--- config.mk ---
export PLATFORM = sky130hd
export DESIGN_NAME = adc_channel_sequencer
export DESIGN_NICKNAME = d
export VERILOG_FILES = /design/src/rtl/adc_channel_sequencer.sv
export SDC_FILE = /design/constraint.sdc
export NUM_CORES = 1
export LEC_CHECK = 0
export ABC_AREA = 1
export BUFFER_PORTS_ARGS = -buffer_cell sky130_fd_sc_hd__buf_4
export CAP_MARGIN = 10
export CORE_MARGIN = 10
export CORE_UTILIZATION = 50
export CTS_BUF_LIST = sky130_fd_sc_hd__clkbuf_16
export CTS_CLUSTER_DIAMETER = 100
export DETAILED_ROUTE_END_ITERATION = 8
export HOLD_SLACK_MARGIN = 0.12
export PLACE_DENSITY = 0.85
export SYNTH_ARGS = -nofsm -noshare
export SYNTH_HDL_FRONTEND = slang
export SYNTH_SLANG_ARGS = --single-unit
export TNS_END_PERCENT = 20
--- constraint.sdc ---
create_clock -name clk -period 3.1 [get_ports clk]
set_clock_uncertainty 0.15 [all_clocks]
set_input_delay 0.465 -clock clk [delete_from_list [all_inputs] [get_ports clk]]
set_output_delay 0.465 -clock clk [all_outputs]
set_load 0.02 [all_outputs]
--- src/rtl/adc_channel_sequencer.sv ---
// adc_channel_sequencer: scans enabled analog channels through a SAR ADC and hands each result out over a valid/ready port.
//   clk, rst_n        : clock (rising edge), synchronous active-low reset
//   i_scan_start      : one-cycle scan request, ignored while busy
//   i_cont_mode       : restart the scan automatically at end of scan
//   i_ch_mask         : channel enable mask, latched at scan start
//   o_ch_sel          : analog mux select
//   o_sar_rst_n       : synchronous reset to the SAR controller
//   o_adc_start       : one-cycle conversion start to the SAR controller
//   i_sar_out_valid   : SAR conversion complete
//   i_sar_adc_val     : SAR conversion result
//   o_result_data/ch  : captured result and the channel it came from
//   o_result_valid    : result handshake valid, i_result_ready: handshake ready
//   o_busy            : scan in progress
//   o_scan_done       : one-cycle end-of-scan pulse
//   o_timeout_err     : sticky conversion timeout flag, cleared at scan start
module adc_channel_sequencer #(
    parameter int BITS           = 8,
    parameter int NUM_CH         = 4,
    parameter int SETTLE_CYCLES  = 4,
    parameter int TIMEOUT_CYCLES = 32
) (
    input  logic                      clk,
    input  logic                      rst_n,
    input  logic                      i_scan_start,
    input  logic                      i_cont_mode,
    input  logic [NUM_CH-1:0]         i_ch_mask,
    output logic [$clog2(NUM_CH)-1:0] o_ch_sel,
    output logic                      o_sar_rst_n,
    output logic                      o_adc_start,
    input  logic                      i_sar_out_valid,
    input  logic [BITS-1:0]           i_sar_adc_val,
    output logic [BITS-1:0]           o_result_data,
    output logic [$clog2(NUM_CH)-1:0] o_result_ch,
    output logic                      o_result_valid,
    input  logic                      i_result_ready,
    output logic                      o_busy,
    output logic                      o_scan_done,
    output logic                      o_timeout_err
);
    localparam int CW      = $clog2(NUM_CH);
    // One extra pointer bit so the pointer can step past the last channel and end the scan.
    localparam int PW      = CW + 1;
    localparam int CNT_MAX = (SETTLE_CYCLES > TIMEOUT_CYCLES) ? SETTLE_CYCLES : TIMEOUT_CYCLES;
    localparam int NW      = $clog2(CNT_MAX + 1);

    typedef enum logic [2:0] {S_IDLE, S_SELECT, S_SETTLE, S_START, S_CONVERT, S_OUTPUT} state_t;

    state_t            r_state, w_next;
    logic [NUM_CH-1:0] r_mask;
    logic [PW-1:0]     r_ptr;
    logic [CW-1:0]     r_ch_sel;
    logic [NW-1:0]     r_cnt;
    logic [BITS-1:0]   r_result_data;
    logic [CW-1:0]     r_result_ch;
    logic              r_result_valid;
    logic              r_scan_done;
    logic              r_timeout_err;
    logic              w_found;
    logic [CW-1:0]     w_idx;
    logic              w_settle_done;
    logic              w_timeout;

    // Lowest enabled channel at or above the pointer; scanning downward lets the lowest hit win.
    always_comb begin
        w_found = 1'b0;
        w_idx   = '0;
        for (int i = NUM_CH - 1; i >= 0; i--) begin
            if (r_mask[i] && PW'(i) >= r_ptr) begin
                w_found = 1'b1;
                w_idx   = CW'(i);
            end
        end
    end

    assign w_settle_done = r_cnt == NW'(SETTLE_CYCLES - 1);
    assign w_timeout     = r_cnt == NW'(TIMEOUT_CYCLES - 1);

    always_ff @(posedge clk) begin
        if (!rst_n) r_state <= S_IDLE;
        else        r_state <= w_next;
    end

    always_comb begin
        w_next = r_state;
        case (r_state)
            S_IDLE:    w_next = i_scan_start ? S_SELECT : S_IDLE;
            S_SELECT:  w_next = w_found ? S_SETTLE : (i_cont_mode ? S_SELECT : S_IDLE);
            S_SETTLE:  w_next = w_settle_done ? S_START : S_SETTLE;
            S_START:   w_next = S_CONVERT;
            S_CONVERT: w_next = i_sar_out_valid ? S_OUTPUT : (w_timeout ? S_SELECT : S_CONVERT);
            S_OUTPUT:  w_next = i_result_ready ? S_SELECT : S_OUTPUT;
            default:   w_next = S_IDLE;
        endcase
    end

    always_ff @(posedge clk) begin
        if (!rst_n) begin
            r_mask         <= '0;
            r_ptr          <= '0;
            r_ch_sel       <= '0;
            r_cnt          <= '0;
            r_result_data  <= '0;
            r_result_ch    <= '0;
            r_result_valid <= 1'b0;
            r_scan_done    <= 1'b0;
            r_timeout_err  <= 1'b0;
        end else begin
            r_scan_done <= 1'b0;
            case (r_state)
                S_IDLE: begin
                    if (i_scan_start) begin
                        r_mask        <= i_ch_mask;
                        r_ptr         <= '0;
                        r_timeout_err <= 1'b0;
                    end
                end
                S_SELECT: begin
                    if (w_found) begin
                        r_ch_sel <= w_idx;
                        r_ptr    <= PW'(w_idx);
                        r_cnt    <= '0;
                    end else begin
                        // End of scan; in continuous mode the next scan starts from a fresh mask.
                        r_scan_done <= 1'b1;
                        r_ptr       <= '0;
                        if (i_cont_mode) r_mask <= i_ch_mask;
                    end
                end
                S_SETTLE: r_cnt <= r_cnt + NW'(1);
                S_START:  r_cnt <= '0;
                S_CONVERT: begin
                    if (i_sar_out_valid) begin
                        r_result_data  <= i_sar_adc_val;
                        r_result_ch    <= r_ch_sel;
                        r_result_valid <= 1'b1;
                    end else if (w_timeout) begin
                        r_timeout_err <= 1'b1;
                        r_ptr         <= r_ptr + PW'(1);
                    end else begin
                        r_cnt <= r_cnt + NW'(1);
                    end
                end
                S_OUTPUT: begin
                    if (i_result_ready) begin
                        r_result_valid <= 1'b0;
                        r_ptr          <= r_ptr + PW'(1);
                    end
                end
                default: ;
            endcase
        end
    end

    // The SAR is held in reset everywhere except around its own conversion.
    assign o_sar_rst_n    = (r_state == S_START) || (r_state == S_CONVERT);
    assign o_adc_start    = r_state == S_START;
    assign o_busy         = r_state != S_IDLE;
    assign o_ch_sel       = r_ch_sel;
    assign o_result_data  = r_result_data;
    assign o_result_ch    = r_result_ch;
    assign o_result_valid = r_result_valid;
    assign o_scan_done    = r_scan_done;
    assign o_timeout_err  = r_timeout_err;
endmodule

==> results_tabular.tex <==
\begin{tabular}{lr}
\hline
Metric & Value \\
\hline
\multicolumn{2}{l}{\textbf{Setup path}} \\
Slack of the worst reg-to-reg path & 1.17 ns \\
Path type of the worst setup path & register to register \\
Nature of the critical path endpoint & register \\
Type of origin of the critical path & register \\
CP Data Required Time & 3.12 ns \\
Worst path arrival time & 1.95 ns \\
Highest net fanout along the worst path & 9 \\
\multicolumn{2}{l}{\textbf{Timing}} \\
Total negative setup slack & 0 ns \\
Count of endpoints failing hold in the final timing report & 0 \\
RSZ-0062 raised after global routing & no \\
Peak clock frequency supported by timing & 519 MHz \\
Part of the cycle the worst path needs & 0.622 \\
Relative slew slack & 0.496 \\
Number of max-slew violations in the final report & 0 \\
Setup-violating endpoint count in the final report & 0 \\
Transition time of the tightest slew-check pin & 0.755 ns \\
Clock period minus worst slack & 1.93 ns \\
\multicolumn{2}{l}{\textbf{Finish}} \\
Layout overhead on the synthesized area & 29.2\% \\
Layout cell share with drive strength beyond 1 & 0.215 \\
Combined area of the multi-input logic cells & 855 um2 \\
Commonest non-fill, non-tap cell in the layout & sky130\_fd\_sc\_hd\_\_nand2\_1 \\
Number of fill cells in the layout & 273 \\
Most used cells in the layout excluding fill and tap cells & sky130\_fd\_sc\_hd\_\_nand2\_1 (64), sky130\_fd\_sc\_hd\_\_buf\_4 (35), sky130\_fd\_sc\_hd\_\_dfxtp\_1 (31) \\
Antenna Cells & 0 \\
Share of the core filled with cells & 0.673 \\
Number of nets in the finished design & 286 \\
Footprint of the flip-flops and latches & 621 um2 \\
\multicolumn{2}{l}{\textbf{Worst hold path}} \\
Path class of the lowest-slack min-delay path & input port to register \\
\multicolumn{2}{l}{\textbf{Detailed routing}} \\
Antenna-violating nets left & 0 \\
Pre-Repair DR Iteration Count & 5 \\
Avg WL per Cell & 12.8 um \\
Number of remaining DRC errors & 0 \\
Vias & 1567 \\
Sum of routed wire length over all layers & 3960 um \\
Vias per cell & 5.07 \\
1st-iter DRT viols & 104 \\
\multicolumn{2}{l}{\textbf{GRT}} \\
Global Route met1 Usage & 0.163 \\
Vias in the first global route & 1499 \\
Congestion Overflow GR & 0 \\
Number of antenna violations at the first check in global routing & 0 \\
Met2 layer usage reported by global route & 0.212 \\
Aggregate global-route resource usage & 0.137 \\
Maximum number of pins on one net before global-route repair & 25 \\
Layer with the highest usage after global routing & met2 \\
Met3 track demand over resource & 0.0554 \\
Wire length of the first global-routing pass & 6640 um \\
\multicolumn{2}{l}{\textbf{Synthesis}} \\
Gate Count Post-Synth & 227 \\
Unique masters post-synth & 29 \\
Post-synth EDFFs & 0 \\
Flip-flop and latch count after synthesis & 31 \\
Dominant synthesized flop cell & sky130\_fd\_sc\_hd\_\_dfxtp\_1 \\
Post-synthesis net count & 249 \\
Post-Syn Area per Cell & 6.95 um2 \\
Post-synth top area share & 0.393 \\
Fraction of registers with async set or reset after synthesis & 0 \\
Warnings from Yosys & 0 \\
Syn Std Cell Area & 1580 um2 \\
Synth top area cells & sky130\_fd\_sc\_hd\_\_dfxtp\_1 (39\%), sky130\_fd\_sc\_hd\_\_nand2\_1 (15\%), sky130\_fd\_sc\_hd\_\_a21oi\_1 (7.9\%) \\
Sequential fraction of the synthesis area & 0.393 \\
Library cell occupying the most area in the post-synthesis netlist & sky130\_fd\_sc\_hd\_\_dfxtp\_1 \\
\multicolumn{2}{l}{\textbf{Clock network}} \\
CTS tree & yes \\
Sinks on Clock Net & 31 \\
Skew-Pair Late Insertion Delay & 0.28 ns \\
CTS resizes & 0 \\
Root buffer cell & sky130\_fd\_sc\_hd\_\_clkbuf\_16 \\
Total CTS buffers & 5 \\
Longest Clk Path Bufs & 2 \\
Clock transition at the register clock pins on the worst setup and hold paths after CTS & 0.05 ns \\
Number of buffers inserted to repair setup after CTS & 0 \\
Hold buffer count at CTS & 0 \\
Number of levels in the clock H-tree & 2 \\
\multicolumn{2}{l}{\textbf{Die}} \\
Total core area & 3030 um2 \\
Number of primary I/O pins & 36 \\
Placement Rows & 20 \\
Effective utilization at floorplan & 0.521 \\
Total Die Area & 5800 um2 \\
Die Width & 76.2 um \\
DIE HEIGHT & 76.2 um \\
\multicolumn{2}{l}{\textbf{Power and ir drop}} \\
Maximum resistive drop on vdd & 0.425 mV \\
Pwr/cell area & 651 nW/um2 \\
Leakage power of the design & 0.920 nW \\
Power consumption & 1.33 mW \\
\multicolumn{2}{l}{\textbf{Placed design}} \\
Final RePlAce weighted congestion & 0.906 \\
HPWL reported at the end of detailed placement & 2910 um \\
Port Buf Inserts & 35 \\
\multicolumn{2}{l}{\textbf{Run}} \\
Maximum capacitance violations & 0 \\
\multicolumn{2}{l}{\textbf{Outcome}} \\
Outcome & finished clean \\
\hline
\end{tabular}
## state kept, by name (all words and copies together) (netlist names)
name / count
r_mask: 4
r_state: 3
o_result_ch: 2
o_ch_sel: 2
r_ptr: 3
r_cnt: 6
o_scan_done: 1
o_result_valid: 1
o_result_data: 8
o_timeout_err: 1
## synthesized netlist by cell type (all sizes together) (2+ instances only)
library cell / n
a21oi: 29
buf: 2
clkbuf: 3
dfxtp: 31
ha: 4
inv: 21
nand2: 68
nand3: 18
nand3b: 2
nand4: 2
nor2: 30
nor3: 3
o21ai: 8
o21bai: 2
## routing by layer
| metal | share of wire | wire length [um] | vias to the layer above |
|---|---|---|---|
| met3 | 0.079 | 313 | 6 |
| met2 | 0.42 | 1680 | 56 |
| met1 | 0.48 | 1910 | 698 |
| li1 | - | - | 807 |
| met5 | 0 | 0 | - |
| met4 | 0.013 | 53 | 0 |
## worst max-delay path, stage by stage (launching register included)
cell                      delay [ns]
sky130_fd_sc_hd__dfxtp_1        0.38
sky130_fd_sc_hd__inv_1          0.11
sky130_fd_sc_hd__ha_1           0.21
sky130_fd_sc_hd__inv_1          0.05
sky130_fd_sc_hd__nand3_1        0.10
sky130_fd_sc_hd__a21oi_2        0.27
sky130_fd_sc_hd__nand4_2        0.28
sky130_fd_sc_hd__a21oi_1        0.21
sky130_fd_sc_hd__nor2_1         0.06
## final timing paths
kind	startpoint	end	cells after the start
hold / removal	i_ch_mask[2]	r_mask[2]$_SDFFE_PN0P_	3
setup reg to reg	r_ptr[0]$_SDFFE_PN0P_	r_mask[1]$_SDFFE_PN0P_	8
setup / recovery	r_ptr[0]$_SDFFE_PN0P_	r_mask[1]$_SDFFE_PN0P_	8
hold reg to reg	o_result_ch[0]$_SDFFE_PN0P_	o_result_ch[0]$_SDFFE_PN0P_	2
## cell families after synthesis
logic type	synth area share
simple gates	0.353
compound gates	0.146
flops	0.393
buf+inv	0.0650
fa+ha+maj	0.0317
xor+xnor	0.0111
## final cells by class
cell class | count | share of cell area
multi-input cells | 170 | 0.419
flip-flops and latches | 31 | 0.304
repair buffers | 35 | 0.129
clock buffers | 5 | 0.0614
inverters | 21 | 0.0399
well taps | 44 | 0.0270
clock inverters | 3 | 0.0190
## power breakdown
group	internal [mW]	total (mW)	switching (mW)
Sequential	0.437	0.466	0.0289
Combinational	0.120	0.318	0.198
Clock	0.374	0.543	0.169
Total	0.930	1.33	0.396
## metrics by stage
stage	std cells	hold WS, ns	setup slack [ns]	area (um2)
after floorplan	227	0.303	1.42	1580
after global placement	301	0.304	1.30	1870
after detailed placement	301	0.307	1.22	1870
after CTS	309	0.261	1.19	2040
after global routing	309	0.300	0.989	2040
final	309	0.266	1.17	2040
No activity file was read; power rests on OpenSTA's default activity.
